[src/rtl/qu_common.sv]
// Shared types and constants for the qu core memory subsystem.
// Holds the response-tag encoding and default starvation limit used by qu_mem_arbiter.
package qu_common;

    typedef enum logic [1:0] {
        TAG_NONE = 2'd0,
        TAG_IF   = 2'd1,
        TAG_LS   = 2'd2
    } mem_arb_tag_t;

    localparam int QU_MEM_ARB_STARVE_LIMIT = 4;

endpackage

[src/rtl/qu_mem_arbiter.sv]
// Shares one single-port, 1-cycle-latency RAM between instruction fetch and load/store.
// Optional fetch starvation guard is enabled by defining QU_MEM_ARB_STARVE_GUARD_EN.
module qu_mem_arbiter
    import qu_common::*;
#(
    parameter int ADDR_WIDTH   = 10,
    parameter int DATA_WIDTH   = 32
`ifdef QU_MEM_ARB_STARVE_GUARD_EN
    ,
    parameter int STARVE_LIMIT = QU_MEM_ARB_STARVE_LIMIT
`endif
) (
    input  logic                  clk,
    input  logic                  rst,
    input  logic                  if_req_valid,
    output logic                  if_req_ready,
    input  logic [ADDR_WIDTH-1:0] if_req_addr,
    input  logic                  if_flush,
    output logic                  if_rsp_valid,
    output logic [DATA_WIDTH-1:0] if_rsp_data,
    input  logic                  ls_req_valid,
    output logic                  ls_req_ready,
    input  logic                  ls_req_we,
    input  logic [ADDR_WIDTH-1:0] ls_req_addr,
    input  logic [DATA_WIDTH-1:0] ls_req_wdata,
    output logic                  ls_rsp_valid,
    output logic [DATA_WIDTH-1:0] ls_rsp_data,
    input  logic                  mem_ready,
    output logic                  mem_en,
    output logic                  mem_we,
    output logic [ADDR_WIDTH-1:0] mem_addr,
    output logic [DATA_WIDTH-1:0] mem_wdata,
    input  logic [DATA_WIDTH-1:0] mem_rdata
);

    logic         if_grant;
    logic         ls_grant;
    logic         force_if;
    logic         flush_pend_q;
    mem_arb_tag_t tag_q;
    mem_arb_tag_t tag_d;

    // Winner selection; the rst term keeps every grant low while reset is held.
    always_comb begin
        if_grant = 1'b0;
        ls_grant = 1'b0;
        if (rst && mem_ready) begin
            if (if_req_valid && (force_if || !ls_req_valid)) begin
                if_grant = 1'b1;
            end else if (ls_req_valid) begin
                ls_grant = 1'b1;
            end
        end
    end

    always_comb begin
        tag_d = TAG_NONE;
        if (if_grant) begin
            tag_d = TAG_IF;
        end else if (ls_grant && !ls_req_we) begin
            tag_d = TAG_LS;
        end
    end

    always_ff @(posedge clk or negedge rst) begin
        if (!rst) begin
            tag_q        <= TAG_NONE;
            flush_pend_q <= 1'b0;
        end else begin
            tag_q        <= tag_d;
            flush_pend_q <= if_flush && if_grant;
        end
    end

`ifdef QU_MEM_ARB_STARVE_GUARD_EN
    localparam int CNT_W = $clog2(STARVE_LIMIT + 1);

    logic [CNT_W-1:0] starve_cnt_q;

    assign force_if = (starve_cnt_q == CNT_W'(STARVE_LIMIT));

    // Counts denied fetch cycles in which memory could have served it; saturates at the limit.
    always_ff @(posedge clk or negedge rst) begin
        if (!rst) begin
            starve_cnt_q <= '0;
        end else if (!if_req_valid || if_grant) begin
            starve_cnt_q <= '0;
        end else if (mem_ready && !force_if) begin
            starve_cnt_q <= starve_cnt_q + CNT_W'(1);
        end
    end
`else
    assign force_if = 1'b0;
`endif

    assign if_req_ready = if_grant;
    assign ls_req_ready = ls_grant;

    assign mem_en    = if_grant || ls_grant;
    assign mem_we    = ls_grant && ls_req_we;
    assign mem_addr  = ls_grant ? ls_req_addr : if_req_addr;
    assign mem_wdata = ls_req_wdata;

    // A flush kills both the response landing now and one from a fetch granted alongside it.
    assign if_rsp_valid = (tag_q == TAG_IF) && !flush_pend_q && !if_flush;
    assign if_rsp_data  = mem_rdata;
    assign ls_rsp_valid = (tag_q == TAG_LS);
    assign ls_rsp_data  = mem_rdata;

endmodule
[config.mk]
export PLATFORM = sky130hd
export DESIGN_NAME = qu_mem_arbiter
export DESIGN_NICKNAME = d
export VERILOG_FILES = /design/src/rtl/qu_common.sv /design/src/rtl/qu_mem_arbiter.sv
export SDC_FILE = /design/constraint.sdc
export NUM_CORES = 1
export LEC_CHECK = 0
export ABC_CLOCK_PERIOD_IN_PS = 1300
export CORE_MARGIN = 4
export CORE_UTILIZATION = 19
export CTS_CLUSTER_SIZE = 25
export DETAILED_ROUTE_END_ITERATION = 10
export PLACE_DENSITY = 0.8
export SYNTH_ARGS = -nofsm -noshare
export SYNTH_HDL_FRONTEND = slang
export SYNTH_SLANG_ARGS = --single-unit
[constraint.sdc]
create_clock -name clk -period 1.3 [get_ports clk]
set_clock_uncertainty 0.2 [all_clocks]
set_input_delay 0.26 -clock clk [delete_from_list [all_inputs] [get_ports clk]]
set_output_delay 0.26 -clock clk [all_outputs]
set_load 0.005 [all_outputs]
## Word-level counts from Yosys, hierarchy flattened

Cells that the tools add are included.

- Word-level logic and storage cells: 24
- Output and inout bits: 112
- Register bits: 3

- Reductions and logical operators: 12
- Mux-type cells: 8
- Eq/ne operators: 2

Operators by type and width:

| kind | number |
|---|---|
| $mux W10 | 1 |
| $logic_and A1 B1 Y1 | 7 |
| $mux W1 | 5 |
| $logic_not A1 Y1 | 4 |
| $mux W2 | 2 |
| $eq A2 B1 Y1 const B | 1 |
| $eq A2 B2 Y1 const B | 1 |
| $logic_or A1 B1 Y1 | 1 |

## Depth between registers and ports, before layout

- Word-level depth: 7
- Mapped depth: 3
- Mapped depth without buffers: 2

## Worst setup path before layout

No wires, ideal clock.

- Path type: input to output
- Start: in rst
- End: out mem_addr[2]
- Arrival time: 820 ps
- Cell stages on the path: 3
- Path buffers: 1
- Path slack: 20 ps
- Cells stage by stage: nand3_2 -> buf_6 -> mux2_4

- Longest elaborated chain between the ends: 3

RTL lines:

| what | RTL line | source |
|---|---|---|
| start, declared | qu_mem_arbiter.sv:14 | `input logic rst,` |
| $logic_and A1 B1 Y1 | qu_mem_arbiter.sv:47 | `if (rst && mem_ready) begin` |
| $mux W1 | qu_mem_arbiter.sv:47 |  |
| $mux W10 | qu_mem_arbiter.sv:101 | `assign mem_addr = ls_grant ? ls_req_addr : if_req_addr;` |
| end, declared | qu_mem_arbiter.sv:31 | `output logic [ADDR_WIDTH-1:0] mem_addr,` |

No other way between the ends.

## Final worst setup path

- Start: in ls_req_valid
- End: out mem_addr[7]

- Longest elaborated chain between the ends: 5
- Elaborated cells on any way between the ends: 6
- Those cells by class: mux (4); reduce/logical (2)

RTL lines:

| what | RTL line | source |
|---|---|---|
| start, declared | qu_mem_arbiter.sv:21 | `input logic ls_req_valid,` |
| $logic_not A1 Y1 | qu_mem_arbiter.sv:48 | `if (if_req_valid && (force_if \|\| !ls_req_valid)) begin` |
| $logic_and A1 B1 Y1 | qu_mem_arbiter.sv:48 |  |
| $mux W1 (*) | qu_mem_arbiter.sv:48 |  |
| $mux W1 (*) | qu_mem_arbiter.sv:47 |  |
| $mux W10 (*) | qu_mem_arbiter.sv:101 |  |

Every way passes the cells marked *; elsewhere a longest branch is shown, timed or not.

==> results.md <==
- CP max FO: 5
- Layout Cells excl Fill: 150
- Layout cells sized above 1: 57.50%
- Placed Cells: 139
- Net Count, Synth: 211
- Min Tclk post-route: 1.572 ns
- Largest family of logic cells by synthesized area: buffers and inverters
- Hpwl dp: 1486 um
- CTS H-tree lvls: 1
- FMAX: 0.6362 GHz
- Pint: 476.2 uW
- Simple-gate area share of the yosys netlist: 4.821%
- Die area: 6559 um2
- Worst EP required: 0.84 ns
- Final Hold Slack: 0.1418 ns
- I/O pin total: 203
- Relative slew slack: 88.21%
- Hold path depth: 2
- Synth unique cells: 13
- Worst Hold Class: in2reg
- Final Worst Setup Slack: -0.2719 ns
- Post-Synth Adder-Cell Area: 0%
- Placer Congestion: 0.5316
- Status: complete, but fails checks
- Leakage: 0.5477 nW
- Net Sw Frac: 20.81%
- Post-Route WL: 1950 um
- Port Buffer Count: 42
- Initial Utilization: 19.69%
- Num rows: 26
- Mapped Cells: 120
- Clock Path Buffers: 2
- Max-cap violations: 0
- Most used cell, CP: buf_12
- CTS sink count: 3
- FF+latch count, synth: 3
- Xor/xnor share of the synthesized area: 0%
- Worst IR drop on VDD: 0.5530 mV
- Number of detailed-route iterations in the first pass: 2
- Antenna violations before repair: 0
- Total number of vias: 492
- Type of the worst setup path: in2out
- Comb power frac: 38.7%
- Flop pwr share: 16.3%
- Total Power: 601.3 uW
- Clock transition at path regs: 0.03 ns
- Post-synthesis to final-layout area growth: 0.2469%
- DRC viols: 0
- Core footprint: 5140 um2
- Share of the synthesized area in the top cell type: 71.20%
- CTS root buffer: clkbuf_8
- Mux share of post-synthesis cell area: 13.72%
- Crit path cell chain: buf_8 > nand3_4 > buf_12 > buf_12 > mux2_4 > buf_6
- Pwr Density: 592.6 nW/um2
- Synth warn: 0
- Vias in the first global route: 574
- Crit path launch type: input port
- Clock tree from TritonCTS: built
- Final period util: 120.9%
- FILL cells: 594
- Final Hold Fails: 0
- Slowest stage delay, CP: 0.29 ns
- Max-slew violation count: 0
- Die extent in x: 80.99 um
- Avg Inst Size Synth: 8.435 um2
- Initial DRC Count: 8
- Sequential area share after synthesis: 7.417%
- Ranking of synthesized cells by area: buf_4 (71%), mux2_4 (10%), dfrtp_1 (7.4%)
- Arrival time at the worst endpoint: 1.11 ns
- Die height: 80.99 um
- Failing checks: negative setup slack
- Cell Area, Synth: 1012 um2
- First-pass GRT wire length: 2635 um
- Net Switching: 125.1 uW
- RSZ-0062 raised after global routing: true
- Pin count of the biggest net entering global routing: 6
- Nets: 172
- Congestion Overflow GR: 0
- Measured slew at the worst slew-check pin: 0.1764 ns
- Leading area contributor after synthesis: buf_4
- CP max-delay cell: mux2_4
- Post-route ant nets: 0
- WL/cell: 13.00 um
- Clock Power Share: 45.0%
- CP Capture Type: output port
- Endpoints failing setup: 15
- CTS Buf Count: 3
- Ant. Diodes: 0
- Gr usage total: 5.342%
- Vias/cell: 3.280
- Post-synthesis compound-gate area fraction: 0.9889%
- Pre-CTS WS: -0.9502 ns
- Final Util: 19.74%
-- synth_stat cells --
master and instances:
nor2b_1 1, buf_6 1, nand3_2 1, dfrtp_1 3
inv_1 2, mux2_2 3, nor2_1 2, buf_4 96
mux2_4 7, o211a_1 1, nor4b_1 1, and4b_1 1
and2_1 1
-- layout by cell type, fill, tap and decap left out, types with 2 or more instances in the layout --
cell type / netlist / routed
buf_12: 0 / 4
dlymetal6s2s_1: 0 / 6
mux2_4: 7 / 10
buf_2: 0 / 5
buf_4: 96 / 6
buf_8: 0 / 2
dlygate4sd2_1: 0 / 7
inv_1: 2 / 2
clkdlybuf4s50_1: 0 / 10
clkbuf_8: 0 / 3
dfrtp_1: 3 / 3
buf_6: 1 / 12
-- logic make-up after synthesis --
kind of cell | count (synthesis)
flip-flops | 3
AND/OR/NAND/NOR | 7
AO/OA/AOI/OAI | 1
buffers and inverters | 99
multiplexers | 10
-- stage by stage --
stage               setup TNS, ns  instance area [um2]
floorplan                       0                 1012
detailed placement         -14.02                830.8
global route               -3.012                 1015
global placement           -13.67                830.8
finish                     -2.595                 1015
CTS                        -2.764                996.0
-- critical path, delay by kind of cell --
family                 cells  cell delay (ns)
buffers and inverters      4             0.45
multiplexers               1             0.29
AND/OR/NAND/NOR            1             0.10
-- per-layer routing --
layer	track usage [%]	wire length, um
met5	0	0
met4	9.459	269
met3	3.215	326
met2	7.307	860
met1	3.839	492
-- path summary, 6_finish.rpt --
check | startpoint | endpoint | slack (ns)
worst min-delay path | ls_req_we | tag_q[1] | 0.14
max in group asynchronous | rst | tag_q[0] | 0.46
min in group asynchronous | rst | tag_q[1] | 0.29
worst max-delay path | ls_req_valid | mem_addr[7] | -0.27
-- sequential cells by signal, indices dropped and copies added (netlist names) --
register / count
flush_pend_q: 1
tag_q: 2
-- power by group through the flow --
| stage | combinational [mW] | sequential, mW | clock, mW |
|---|---|---|---|
| after floorplan | 0.292 | 0.0978 | 0 |
| after global placement | 0.201 | 0.0979 | 0 |
| after detailed placement | 0.204 | 0.0981 | 0 |
| after CTS | 0.237 | 0.0979 | 0.276 |
| after global routing | 0.248 | 0.0980 | 0.284 |
| final | 0.233 | 0.0978 | 0.271 |
-- repair_timing --
item | 4_1_cts | 5_1_grt
cloned | 1 | 0
pin swaps | 4 | 1
gates resized for setup | 109 | 9
setup endpoints to repair | 18 | 15
buffers inserted | 5 | 2
hold buffers | 1 | 0
hold endpoints to repair | 3 | 0
-- layout make-up --
class	instances	area, um2	share of cell area, %
clock buffer	4	45.04	4.439
timing repair buffer	53	561.8	55.36
inverter	2	7.507	0.7398
multi-input combinational	18	237.7	23.43
tap	70	87.58	8.631
sequential	3	75.07	7.398
No activity file was read; power rests on OpenSTA's default activity.
